$ cat config.mk
export PLATFORM = sky130hd
export DESIGN_NAME = prey_manager_flat
export DESIGN_NICKNAME = d
export VERILOG_FILES = /design/src/rtl/prey_manager_if.sv /design/src/rtl/prey_manager.sv /design/src/flat_wrapper.sv
export SDC_FILE = /design/constraint.sdc
export NUM_CORES = 1
export LEC_CHECK = 0
export ABC_CLOCK_PERIOD_IN_PS = 4500
export CORE_ASPECT_RATIO = 0.8
export CORE_UTILIZATION = 54
export DETAILED_ROUTE_END_ITERATION = 7
export HOLD_SLACK_MARGIN = 0.12
export PLACE_DENSITY = 0.92
export SLEW_MARGIN = 20
export SYNTH_ARGS = -nofsm -noshare
export SYNTH_HDL_FRONTEND = slang
export SYNTH_SLANG_ARGS = --single-unit
$ cat constraint.sdc
create_clock -name clk_d -period 4.5 [get_ports clk_d]
set_input_delay 0.9 -clock clk_d [delete_from_list [all_inputs] [get_ports clk_d]]
set_output_delay 0.9 -clock clk_d [all_outputs]
set_load 0.05 [all_outputs]
$ cat src/rtl/prey_manager_if.sv
// Signal bundle between the game logic and prey_manager: head/pixel/random inputs, prey state outputs.
// master drives the inputs and observes the prey outputs; slave is the prey_manager side.
interface prey_manager_if;
  logic        game_en;
  logic [9:0]  rand_X;
  logic [8:0]  rand_Y;
  logic [9:0]  head_X;
  logic [8:0]  head_Y;
  logic        head_valid;
  logic [9:0]  pixel_X;
  logic [8:0]  pixel_Y;
  logic [9:0]  prey_X;
  logic [8:0]  prey_Y;
  logic        prey_valid;
  logic        eaten;
  logic [11:0] score;
  logic        prey_pixel;

  modport master (
    output game_en, rand_X, rand_Y, head_X, head_Y, head_valid, pixel_X, pixel_Y,
    input  prey_X, prey_Y, prey_valid, eaten, score, prey_pixel
  );

  modport slave (
    input  game_en, rand_X, rand_Y, head_X, head_Y, head_valid, pixel_X, pixel_Y,
    output prey_X, prey_Y, prey_valid, eaten, score, prey_pixel
  );
endinterface

$ cat src/rtl/prey_manager.sv
// Places one prey at a time from random candidates, detects the head eating it and keeps a BCD score.
// All outputs registered: a prey is placed the cycle after a legal sample, eaten/score follow a hit by one cycle.
module prey_manager #(
  parameter int PREY_SIZE     = 10,
  parameter int X_MIN         = 40,
  parameter int X_MAX         = 570,
  parameter int Y_MIN         = 40,
  parameter int Y_MAX         = 400,
  parameter int RESPAWN_TRIES = 8
) (
  input logic             clk_d,
  input logic             rst,
  prey_manager_if.slave   bus
);

  localparam int TW = $clog2(RESPAWN_TRIES + 1);
  localparam logic [10:0] SZ_X   = 11'(PREY_SIZE);
  localparam logic [9:0]  SZ_Y   = 10'(PREY_SIZE);
  localparam logic [10:0] XMIN_W = 11'(X_MIN);
  localparam logic [10:0] XMAX_W = 11'(X_MAX);
  localparam logic [9:0]  YMIN_W = 10'(Y_MIN);
  localparam logic [9:0]  YMAX_W = 10'(Y_MAX);
  localparam logic [9:0]  FB0_X  = 10'(X_MIN);
  localparam logic [8:0]  FB0_Y  = 9'(Y_MIN);
  localparam logic [9:0]  FB1_X  = 10'(X_MAX - PREY_SIZE);
  localparam logic [8:0]  FB1_Y  = 9'(Y_MAX - PREY_SIZE);

  typedef enum logic [1:0] {EMPTY, SPAWN, ACTIVE} state_t;

  state_t      state, state_nxt;
  logic [TW-1:0] tries, tries_nxt;
  logic [9:0]  prey_x, prey_x_nxt;
  logic [8:0]  prey_y, prey_y_nxt;
  logic        prey_vld, prey_vld_nxt;
  logic        eaten, eaten_nxt;
  logic [11:0] score, score_nxt;
  logic        prey_pix;

  // Widened by one bit so x+PREY_SIZE / y+PREY_SIZE never wrap.
  function automatic logic overlap(input logic [9:0] ax, input logic [8:0] ay,
                                   input logic [9:0] bx, input logic [8:0] by);
    logic [10:0] axw, bxw;
    logic [9:0]  ayw, byw;
    axw = {1'b0, ax};
    bxw = {1'b0, bx};
    ayw = {1'b0, ay};
    byw = {1'b0, by};
    return (axw < bxw + SZ_X) && (bxw < axw + SZ_X) &&
           (ayw < byw + SZ_Y) && (byw < ayw + SZ_Y);
  endfunction

  function automatic logic [11:0] bcd_inc(input logic [11:0] s);
    logic [3:0] d0, d1, d2;
    d0 = s[3:0];
    d1 = s[7:4];
    d2 = s[11:8];
    if (s != 12'h999) begin
      if (d0 != 4'd9) d0 = d0 + 4'd1;
      else begin
        d0 = 4'd0;
        if (d1 != 4'd9) d1 = d1 + 4'd1;
        else begin
          d1 = 4'd0;
          d2 = d2 + 4'd1;
        end
      end
    end
    return {d2, d1, d0};
  endfunction

  logic in_bounds, legal, fb_blocked, hit, last_try;

  assign in_bounds  = ({1'b0, bus.rand_X} >= XMIN_W) && ({1'b0, bus.rand_X} + SZ_X <= XMAX_W) &&
                      ({1'b0, bus.rand_Y} >= YMIN_W) && ({1'b0, bus.rand_Y} + SZ_Y <= YMAX_W);
  assign legal      = in_bounds && !overlap(bus.rand_X, bus.rand_Y, bus.head_X, bus.head_Y);
  assign fb_blocked = overlap(FB0_X, FB0_Y, bus.head_X, bus.head_Y);
  assign hit        = bus.head_valid && bus.game_en && overlap(bus.head_X, bus.head_Y, prey_x, prey_y);
  assign last_try   = (tries == TW'(RESPAWN_TRIES - 1));

  always_ff @(posedge clk_d) begin
    if (rst) begin
      state    <= EMPTY;
      tries    <= '0;
      prey_x   <= '0;
      prey_y   <= '0;
      prey_vld <= 1'b0;
      eaten    <= 1'b0;
      score    <= '0;
      prey_pix <= 1'b0;
    end else begin
      state    <= state_nxt;
      tries    <= tries_nxt;
      prey_x   <= prey_x_nxt;
      prey_y   <= prey_y_nxt;
      prey_vld <= prey_vld_nxt;
      eaten    <= eaten_nxt;
      score    <= score_nxt;
      prey_pix <= prey_vld &&
                  ({1'b0, bus.pixel_X} >= {1'b0, prey_x}) && ({1'b0, bus.pixel_X} < {1'b0, prey_x} + SZ_X) &&
                  ({1'b0, bus.pixel_Y} >= {1'b0, prey_y}) && ({1'b0, bus.pixel_Y} < {1'b0, prey_y} + SZ_Y);
    end
  end

  always_comb begin
    state_nxt = state;
    case (state)
      EMPTY:   if (bus.game_en) state_nxt = SPAWN;
      SPAWN:   if (bus.game_en && (legal || last_try)) state_nxt = ACTIVE;
      ACTIVE:  if (hit) state_nxt = SPAWN;
      default: state_nxt = EMPTY;
    endcase
  end

  always_comb begin
    tries_nxt    = tries;
    prey_x_nxt   = prey_x;
    prey_y_nxt   = prey_y;
    prey_vld_nxt = prey_vld;
    eaten_nxt    = 1'b0;
    score_nxt    = score;
    if (state == SPAWN && bus.game_en) begin
      if (legal) begin
        prey_x_nxt   = bus.rand_X;
        prey_y_nxt   = bus.rand_Y;
        prey_vld_nxt = 1'b1;
        tries_nxt    = '0;
      end else if (last_try) begin
        prey_x_nxt   = fb_blocked ? FB1_X : FB0_X;
        prey_y_nxt   = fb_blocked ? FB1_Y : FB0_Y;
        prey_vld_nxt = 1'b1;
        tries_nxt    = '0;
      end else begin
        tries_nxt = tries + TW'(1);
      end
    end else if (state == ACTIVE && hit) begin
      eaten_nxt    = 1'b1;
      prey_vld_nxt = 1'b0;
      score_nxt    = bcd_inc(score);
    end
  end

  assign bus.prey_X     = prey_x;
  assign bus.prey_Y     = prey_y;
  assign bus.prey_valid = prey_vld;
  assign bus.eaten      = eaten;
  assign bus.score      = score;
  assign bus.prey_pixel = prey_pix;

endmodule
$ cat src/flat_wrapper.sv
// flat-port wrapper written by rule: the top's interface ports become plain ports
module prey_manager_flat 
#(
  parameter int PREY_SIZE     = 10,
  parameter int X_MIN         = 40,
  parameter int X_MAX         = 570,
  parameter int Y_MIN         = 40,
  parameter int Y_MAX         = 400,
  parameter int RESPAWN_TRIES = 8
)
  (clk_d, rst, bus_game_en, bus_rand_X, bus_rand_Y, bus_head_X, bus_head_Y, bus_head_valid, bus_pixel_X, bus_pixel_Y, bus_prey_X, bus_prey_Y, bus_prey_valid, bus_eaten, bus_score, bus_prey_pixel);
  prey_manager_if bus_i ();
  input logic clk_d;
  input logic rst;
  input wire logic [$bits(bus_i.game_en)-1:0] bus_game_en;
  input wire logic [$bits(bus_i.rand_X)-1:0] bus_rand_X;
  input wire logic [$bits(bus_i.rand_Y)-1:0] bus_rand_Y;
  input wire logic [$bits(bus_i.head_X)-1:0] bus_head_X;
  input wire logic [$bits(bus_i.head_Y)-1:0] bus_head_Y;
  input wire logic [$bits(bus_i.head_valid)-1:0] bus_head_valid;
  input wire logic [$bits(bus_i.pixel_X)-1:0] bus_pixel_X;
  input wire logic [$bits(bus_i.pixel_Y)-1:0] bus_pixel_Y;
  output wire logic [$bits(bus_i.prey_X)-1:0] bus_prey_X;
  output wire logic [$bits(bus_i.prey_Y)-1:0] bus_prey_Y;
  output wire logic [$bits(bus_i.prey_valid)-1:0] bus_prey_valid;
  output wire logic [$bits(bus_i.eaten)-1:0] bus_eaten;
  output wire logic [$bits(bus_i.score)-1:0] bus_score;
  output wire logic [$bits(bus_i.prey_pixel)-1:0] bus_prey_pixel;
  assign bus_i.game_en = bus_game_en;
  assign bus_i.rand_X = bus_rand_X;
  assign bus_i.rand_Y = bus_rand_Y;
  assign bus_i.head_X = bus_head_X;
  assign bus_i.head_Y = bus_head_Y;
  assign bus_i.head_valid = bus_head_valid;
  assign bus_i.pixel_X = bus_pixel_X;
  assign bus_i.pixel_Y = bus_pixel_Y;
  assign bus_prey_X = bus_i.prey_X;
  assign bus_prey_Y = bus_i.prey_Y;
  assign bus_prey_valid = bus_i.prey_valid;
  assign bus_eaten = bus_i.eaten;
  assign bus_score = bus_i.score;
  assign bus_prey_pixel = bus_i.prey_pixel;
  prey_manager #(.PREY_SIZE(PREY_SIZE), .X_MIN(X_MIN), .X_MAX(X_MAX), .Y_MIN(Y_MIN), .Y_MAX(Y_MAX), .RESPAWN_TRIES(RESPAWN_TRIES)) u_core (.clk_d(clk_d), .rst(rst), .bus(bus_i));
endmodule
==> flow_metrics.env, run 1 <==
export IMPL_fin_crit_ns=4.29
export IMPL_yosys_warnings=0
export IMPL_comb_power_share_pct=38.2
export IMPL_max_freq_ghz=0.233
export IMPL_via_per_inst=6.61
export IMPL_critPathSlowestCell="or4_1"
export IMPL_routed_wirelength_um=16000
export IMPL_ctsHtreeMaxLevel=2
export IMPL_power_frac_clock_pct=30.8
export IMPL_die_w_um=111
export IMPL_num_antenna_cells=0
export IMPL_grt_first_pass_wirelength_um=25600
export IMPL_ys_top_cells_by_area="ha_1 (25%), dfxtp_1 (16%), a21oi_1 (4.3%)"
export IMPL_pin_count=95
export IMPL_clk_latency_ns=0.28
export IMPL_synth_net_count=798
export IMPL_synth_flop_cell="dfxtp_1"
export IMPL_syn_inst=634
export IMPL_switching_share_pct=33.9
export IMPL_synth_most_common_cell="ha_1"
export IMPL_drtPass1Iterations=8
export IMPL_p_switching_mw=0.412
export IMPL_ys_seq_elements=40
export IMPL_synth_top_area_share_pct=25.0
export IMPL_synth_cell_type_count=78
export IMPL_crit_path_frequent_cell="a21oi_1"
export IMPL_outcome="complete, but fails checks"
export IMPL_drtIter0Drc=590
export IMPL_crit_buf_inv=1
export IMPL_ant_nets=0
export IMPL_failed_checks="DRC"
export IMPL_ys_seq_area_share_pct=15.5
export IMPL_synth_top_area_cell="ha_1"
export IMPL_cts_setup_buffers=0
export IMPL_cts_buffer_depth=2
export IMPL_setup_worst_path_start_class="primary input"
export IMPL_worstPathArrival_ns=4.51
export IMPL_routabilityCongestion=0.886
export IMPL_antenna_found_initial=0
export IMPL_grt_max_degree=24
export IMPL_rsz0062_at_grt="no"
export IMPL_crit_family="compound AO/OA/AOI/OAI gates"
export IMPL_track_usage_pct=31.7
export IMPL_first_global_vias=5514
export IMPL_cts_sinks=40
export IMPL_port_buffers=94
export IMPL_clkTransAtPathRegs_ns=0.06
export IMPL_p_leak_nw=2.68
export IMPL_nets=891
export IMPL_die_area_um2=9960
export IMPL_core_um2=9150
export IMPL_drc_errors=16
export IMPL_path_max_fanout=6
export IMPL_finClkSkew_ns=0.00260
export IMPL_root_buffer="clkbuf_16"
export IMPL_dp_hpwl_um=12200
export IMPL_ys_async_sr_fraction_pct=0
export IMPL_synthesis_area_per_instance_um2=8.14
export IMPL_num_vias=5569
export IMPL_power_density_nw_per_um2=190
export IMPL_setup_viol=0
export IMPL_critical_path_endpoint_type="register"
export IMPL_placement_rows=31
export IMPL_synth_edf_count=0
export IMPL_cts_buffers=5
export IMPL_finalCritPeriodShare_pct=95.3
export IMPL_start_util_pct=56.4
export IMPL_worst_pin_slew_ns=0.632
export IMPL_hold_viol_final=0
export IMPL_max_cap_viol_count=0
export IMPL_drive_above_1_share_pct=7.02
export IMPL_wl_per_cell_um=18.9
export IMPL_cpPeakStageDelay_ns=0.56
export IMPL_dpl_cell_count=835
export IMPL_instances_no_fill=842
export IMPL_netlist_area_um2=5160
export IMPL_fin_setup_tns_ns=0
export IMPL_crit_required_ns=4.72
export IMPL_drv_slew=0
export IMPL_cts_tree="done"
export IMPL_die_h_um=89.4
export IMPL_post_cts_resized=0
export IMPL_peakVddDrop_mv=0.131
export IMPL_worstPathCellList="clkdlybuf4s50_1 > a21oi_1 > xor2_1 > ha_1 > o21a_1 > o2111ai_1 > nor2_1 > o2bb2ai_1 > a211oi_2 > nand3_1 > or4_1 > a21oi_1"
export IMPL_seq_power_share_pct=31.0
export IMPL_crit_type="in2reg"
export IMPL_grt_ovfl_total=0
export IMPL_cts_hold_buffers=0
export IMPL_slew_headroom_pct=57.3
export IMPL_syn_to_final_growth_pct=24.0
export IMPL_hp_class="reg2reg"
export IMPL_yosys_top_cells_count="ha_1 (103), a21oi_1 (44), inv_1 (42)"
export IMPL_power_internal_mw=0.804
## worst reg2reg max path, cell delays in order (launching register included)
cell	delay, ns
dfxtp_1	0.48
ha_1	0.26
o21ai_0	0.12
or3_1	0.35
xnor2_1	0.17
ha_1	0.21
a22o_1	0.20
nor4_1	0.19
o21ai_0	0.27
a211oi_2	0.33
nand3_1	0.22
or4_1	0.56
a21oi_1	0.15
## per-layer routing
layer	GRT usage [%]	up-vias	share of wire, %
met5	0	-	0
met1	36.5	2634	41
met4	15.7	0	3.2
met3	5.02	72	7.9
met2	58.6	304	48
li1	-	2559	-
## cells in the final DEF, fill, tap and decap left out, types with 7 or more instances in the layout
cell type	n
ha_1	103
o211ai_1	7
nor2_1	41
a21oi_1	44
dfxtp_1	40
inv_1	42
a22o_1	11
buf_4	16
a211oi_1	7
nor2b_1	13
xor2_1	18
clkdlybuf4s50_1	94
nor4_1	9
xnor2_1	21
a21o_1	17
o21ai_0	38
nand2b_1	15
nor3_1	11
nand2_1	32
nand3_1	16
o2111ai_1	7
## cell families after synthesis
family / after synthesis / synth area share, %
AND/OR/NAND/NOR: 181 / 19.1
multiplexers: 6 / 1.24
flip-flops: 40 / 15.5
XOR/XNOR: 39 / 6.62
buffers and inverters: 66 / 5.41
AO/OA/AOI/OAI: 199 / 27.2
adder cells (fa/ha/maj): 103 / 25.0
## worst paths after layout
kind                                     start                                 to  slack, ns  depth (start not counted)
max                              bus_head_Y[1]  u_core.bus.score[11]$_SDFFE_PP0P_       0.21                         12
min           u_core.bus.score[4]$_SDFFE_PP0P_   u_core.bus.score[4]$_SDFFE_PP0P_       0.49                          2
max reg2reg  u_core.bus.prey_X[1]$_SDFFE_PP0P_  u_core.bus.score[11]$_SDFFE_PP0P_       0.93                         12
min reg2reg   u_core.bus.score[4]$_SDFFE_PP0P_   u_core.bus.score[4]$_SDFFE_PP0P_       0.49                          2
## metrics by stage
stage	worst slack (ns)	utilization [%]	total power, mW	hold WS, ns	area (µm²)
finish	0.211	69.9	1.22	0.495	6400
global route	0.0801	69.9	1.27	0.525	6400
CTS	0.217	69.9	1.20	0.494	6400
detailed placement	0.0363	68.2	0.831	0.486	6240
global placement	0.238	68.2	0.803	0.469	6240
floorplan	0.860	-	0.662	0.455	5160
## registers in the layout, indices dropped and copies added (netlist names)
signal                 cells
u_core.bus.prey_X         10
u_core.bus.prey_pixel      1
u_core.state               2
u_core.bus.prey_valid      1
u_core.bus.prey_Y          9
u_core.bus.eaten           1
u_core.tries               4
u_core.bus.score          12
## final cells by class
class,instances,area (µm²)
Fill cell,712,2750
Clock buffer,7,153
Multi-Input combinational cell,528,4090
Timing Repair Buffer,110,1060
Tap cell,115,144
Inverter,42,158
Sequential cell,40,801
## power groups by stage
stage	registers [mW]	logic [mW]	clock network (mW)
floorplan	0.399	0.263	0
global placement	0.383	0.420	0
detailed placement	0.384	0.448	0
CTS	0.376	0.455	0.370
global route	0.378	0.508	0.385
finish	0.377	0.465	0.374
(Power assumes the default switching activity.)
==> inputs of run 2 (changes only) <==
- CTS_BUF_LIST: unset -> sky130_fd_sc_hd__clkbuf_16
==> run 2 against run 1 <==
The run still ends with DRC left. Power shrank 3.2%. Sequential power about the same. Die area is the same. Register-to-register slack better by 0.03 ns. Worst hold slack improved by 0.0057 ns. Setup slack improved by 0.086 ns. Clock power shrank 9.6%. Sequential share of layout area hardly changed. Critical path depth up 1.
==> flow_metrics.env, run 2 (synthesized netlist as in run 1, its figures left out) <==
export IMPL_outcome="complete, but fails checks"
export IMPL_failed_checks="DRC"
export IMPL_p_switching_mw=0.408
export IMPL_fin_crit_ns=4.20
export IMPL_max_freq_ghz=0.238
export IMPL_cts_tree="done"
export IMPL_timing_hold_ws_ns=0.501
export IMPL_routabilityCongestion=0.886
export IMPL_root_buffer="clkbuf_16"
export IMPL_drive_above_1_share_pct=6.74
export IMPL_dp_slack_ns=0.0363
export IMPL_rsz0062_at_grt="no"
export IMPL_setup_ws_ns=0.297
export IMPL_antenna_found_initial=0
export IMPL_drv_slew=0
export IMPL_dp_hpwl_um=12200
export IMPL_ant_nets=0
export IMPL_port_buffers=94
export IMPL_setup_worst_path_start_class="primary input"
export IMPL_die_h_um=89.4
export IMPL_finalCritPeriodShare_pct=93.4
export IMPL_clk_latency_ns=0.28
export IMPL_pin_count=95
export IMPL_post_cts_resized=0
export IMPL_start_util_pct=56.4
export IMPL_peakVddDrop_mv=0.128
export IMPL_worstPathArrival_ns=4.43
export IMPL_worst_pin_slew_ns=0.636
export IMPL_syn_to_final_growth_pct=23.7
export IMPL_placement_rows=31
export IMPL_clkTransAtPathRegs_ns=0.06
export IMPL_power_internal_mw=0.770
export IMPL_drtIter0Drc=477
export IMPL_top_register="u_core.bus.score"
export IMPL_routed_wirelength_um=15700
export IMPL_slew_headroom_pct=57.1
export IMPL_power_density_nw_per_um2=184
export IMPL_wl_per_cell_um=18.6
export IMPL_drtPass1Iterations=7
export IMPL_grtUsageMet1_pct=36.1
export IMPL_cts_setup_buffers=0
export IMPL_met3_usage_pct=4.81
export IMPL_seq_power_share_pct=32.0
export IMPL_num_antenna_cells=0
export IMPL_power_frac_clock_pct=28.7
export IMPL_grt_max_degree=24
export IMPL_drc_errors=17
export IMPL_nets=891
export IMPL_final_common_cell="ha_1"
export IMPL_switching_share_pct=34.6
export IMPL_die_area_um2=9960
export IMPL_num_vias=5517
export IMPL_p_leak_nw=2.66
export IMPL_cts_buffer_depth=2
export IMPL_layout_common_cells="ha_1 (103), clkdlybuf4s50_1 (94), a21oi_1 (44)"
export IMPL_first_global_vias=5460
export IMPL_track_usage_pct=31.0
export IMPL_setup_viol=0
export IMPL_grt_first_pass_wirelength_um=25100
export IMPL_cts_sinks=40
export IMPL_die_w_um=111
export IMPL_grt_busiest_layer="met2"
export IMPL_finClkSkew_ns=0.00221
export IMPL_largest_reg_flops=12
export IMPL_fin_setup_tns_ns=0
export IMPL_hold_viol_final=0
export IMPL_cts_hold_buffers=0
export IMPL_crit_type="in2reg"
export IMPL_hp_class="reg2reg"
export IMPL_via_per_inst=6.55
export IMPL_core_um2=9150
export IMPL_comb_power_share_pct=39.3
export IMPL_max_cap_viol_count=0
export IMPL_grt_ovfl_total=0
export IMPL_critical_path_endpoint_type="register"
export IMPL_grt_use_met2_pct=57.2
export IMPL_path_max_fanout=18
export IMPL_crit_required_ns=4.73
export IMPL_ctsHtreeMaxLevel=2
export IMPL_cts_buffers=5
run 2: changes by cell type in the layout (fill, tap and decap cells not counted):
cell      previous run  this run
clkbuf_8             2         0
clkinv_1             0         2
run 2: per-layer routing:
metal | part of all wire (%) | wire length [µm]
met3 | 7.6 | 1200
met5 | 0 | 0
met2 | 48 | 7470
met1 | 42 | 6550
met4 | 3.0 | 476
run 2: worst max-delay path: stages:
cell and delay, ns:
clkdlybuf4s50_1 0.43, ha_1 0.32, o21ai_0 0.26, xor2_1 0.21, ha_1 0.27, a211o_1 0.26
a31oi_1 0.16, o21ai_0 0.13, a211oi_2 0.24, a41oi_2 0.18, or2_4 0.30, a21oi_4 0.50
a221o_2 0.26
run 2: final timing paths:
kind                                       end  slack (ns)  cells after the start                         startpoint
max          u_core.bus.prey_X[3]$_SDFFE_PP0P_        0.30                     13                      bus_rand_Y[1]
min           u_core.bus.score[4]$_SDFFE_PP0P_        0.50                      2   u_core.bus.score[4]$_SDFFE_PP0P_
max reg2reg  u_core.bus.score[11]$_SDFFE_PP0P_        0.96                     12  u_core.bus.prey_X[1]$_SDFFE_PP0P_
min reg2reg   u_core.bus.score[4]$_SDFFE_PP0P_        0.50                      2   u_core.bus.score[4]$_SDFFE_PP0P_
run 2: final cells by class:
class | count | area [µm²]
Multi-Input combinational cell | 528 | 4090
Tap cell | 115 | 144
Fill cell | 710 | 2770
Inverter | 42 | 158
Clock buffer | 5 | 125
Sequential cell | 40 | 801
Timing Repair Buffer | 110 | 1060
Clock inverter | 2 | 7.51
run 2: metrics by stage:
stage	instance area (µm²)	power, mW	std cells	util, %
6_report	6380	1.18	842	69.7
5_1_grt	6380	1.24	842	69.7
4_1_cts	6380	1.16	842	69.7
3_5_place_dp	6240	0.831	835	68.2
3_3_place_gp	6240	0.803	835	68.2
2_1_floorplan	5160	0.662	634	-
run 2: power by group through the flow:
stage / clock network (mW) / logic [mW] / registers [mW]
after floorplan: 0 / 0.263 / 0.399
after global placement: 0 / 0.420 / 0.383
after detailed placement: 0 / 0.448 / 0.384
after CTS: 0.333 / 0.454 / 0.376
after global routing: 0.351 / 0.506 / 0.378
final: 0.338 / 0.463 / 0.377
==> inputs of run 3 (changes only) <==
- CORE_MARGIN: unset -> 5
- PLACE_DENSITY: 0.92 -> 0.82
==> run 3 against run 2 <==
The run now ends clean. Cell count up 0.24%. Utilization up 0.21 points. Wire length down 5.0%. Critical path depth down 1. Largest power group unchanged.
==> flow_metrics.env, run 3 (synthesized netlist as in run 1, its figures left out) <==
export IMPL_cts_sinks=40
export IMPL_grt_max_degree=24
export IMPL_fin_setup_tns_ns=0
export IMPL_post_cts_resized=0
export IMPL_grt_first_pass_wirelength_um=24800
export IMPL_root_buffer="clkbuf_16"
export IMPL_largest_reg_flops=12
export IMPL_cts_hold_buffers=0
export IMPL_fin_crit_ns=4.12
export IMPL_syn_to_final_growth_pct=24.6
export IMPL_ant_nets=0
export IMPL_p_leak_nw=2.69
export IMPL_routabilityCongestion=0.886
export IMPL_via_per_inst=6.13
export IMPL_finClkSkew_ns=0.00527
export IMPL_wl_per_cell_um=17.7
export IMPL_die_w_um=119
export IMPL_core_um2=9190
export IMPL_path_max_fanout=6
export IMPL_cts_tree="done"
export IMPL_cts_buffers=5
export IMPL_placed_area_um2=6260
export IMPL_worstPathArrival_ns=4.34
export IMPL_cts_setup_buffers=0
export IMPL_start_util_pct=56.1
export IMPL_finalCritPeriodShare_pct=91.5
export IMPL_placement_rows=31
export IMPL_power_density_nw_per_um2=192
export IMPL_num_vias=5171
export IMPL_pin_count=95
export IMPL_setup_viol=0
export IMPL_drtPass1Iterations=5
export IMPL_die_h_um=97.4
export IMPL_grt_ovfl_total=0
export IMPL_die_area_um2=11600
export IMPL_layout_common_cells="ha_1 (103), clkdlybuf4s50_1 (94), a21oi_1 (44)"
export IMPL_max_cap_viol_count=0
export IMPL_antenna_found_initial=0
export IMPL_port_buffers=94
export IMPL_setup_worst_path_start_class="primary input"
export IMPL_rsz0062_at_grt="no"
export IMPL_crit_type="in2reg"
export IMPL_nets=892
export IMPL_hp_class="reg2reg"
export IMPL_track_usage_pct=25.4
export IMPL_num_antenna_cells=0
export IMPL_slew_headroom_pct=60.8
export IMPL_utilization_pct=69.9
export IMPL_clkTransAtPathRegs_ns=0.06
export IMPL_worst_pin_slew_ns=0.580
export IMPL_ctsHtreeMaxLevel=2
export IMPL_crit_required_ns=4.72
export IMPL_fin_area_um2=6430
export IMPL_drc_errors=0
export IMPL_first_global_vias=5151
export IMPL_drv_slew=0
export IMPL_drtIter0Drc=277
export IMPL_max_freq_ghz=0.243
export IMPL_critical_path_endpoint_type="register"
export IMPL_routed_wirelength_um=14900
export IMPL_top_register="u_core.bus.score"
export IMPL_clk_latency_ns=0.29
export IMPL_timing_hold_ws_ns=0.495
export IMPL_drive_above_1_share_pct=7.00
export IMPL_peakVddDrop_mv=0.138
export IMPL_outcome="complete, no violations"
export IMPL_dp_hpwl_um=12000
export IMPL_final_common_cell="ha_1"
export IMPL_hold_viol_final=0
export IMPL_cts_buffer_depth=2
## run 3: cell count changes in the layout (fill, tap and decap cells not counted)
cell | previous run | this run
a211oi_2 | 2 | 1
clkinv_1 | 2 | 0
clkinv_2 | 0 | 1
a211oi_1 | 7 | 8
buf_12 | 0 | 1
inv_1 | 42 | 43
bufinv_16 | 0 | 1
## run 3: through the flow
step / total power [mW] / worst slack (ns) / cells
floorplan: 0.662 / 0.860 / 634
global placement: 0.811 / 0.257 / 836
detailed placement: 0.832 / 0.172 / 836
CTS: 1.23 / 0.397 / 844
global route: 1.31 / 0.128 / 844
finish: 1.23 / 0.383 / 844
## run 3: where the power goes
part / switching [mW] / total, mW / internal (mW) / leakage [nW]
combinational: 0.246 / 0.456 / 0.210 / 2.29
sequential: 0.0144 / 0.377 / 0.362 / 0.323
clock: 0.142 / 0.401 / 0.259 / 0.0850
## run 3: path summary, 6_finish.rpt
path | slack (ns) | cells past startpoint | to | start
worst max-delay path | 0.38 | 12 | u_core.bus.score[11]$_SDFFE_PP0P_ | bus_head_Y[1]
worst min-delay path | 0.49 | 2 | u_core.bus.score[11]$_SDFFE_PP0P_ | u_core.bus.score[11]$_SDFFE_PP0P_
worst max register to register | 0.80 | 12 | u_core.bus.score[11]$_SDFFE_PP0P_ | u_core.bus.prey_X[1]$_SDFFE_PP0P_
worst min register to register | 0.49 | 2 | u_core.bus.score[11]$_SDFFE_PP0P_ | u_core.bus.score[11]$_SDFFE_PP0P_
## run 3: layout make-up
| class | instances | area (µm²) |
|---|---|---|
| clock inverter | 3 | 38.8 |
| fill | 747 | 2760 |
| multi-input combinational | 528 | 4080 |
| clock buffer | 5 | 125 |
| tap | 115 | 144 |
| timing repair buffer | 111 | 1080 |
| inverter | 42 | 158 |
| sequential | 40 | 801 |
## run 3: metal layers
metal | track usage (%) | vias to the layer above | wire (µm)
li1 | - | 2577 | -
met1 | 33.0 | 2411 | 6800
met2 | 43.2 | 159 | 6890
met3 | 5.59 | 24 | 966
met4 | 5.19 | 0 | 252
met5 | 0 | - | 0
## run 3: worst max-delay path: stages
cell and delay [ns]:
clkdlybuf4s50_1 0.52, ha_1 0.29, o21ai_0 0.20, xor2_1 0.27, ha_1 0.30, a211oi_1 0.24, o21ai_0 0.14, o2bb2ai_1 0.19
a211oi_1 0.42, nand3_1 0.21, or4_1 0.51, a21oi_1 0.14
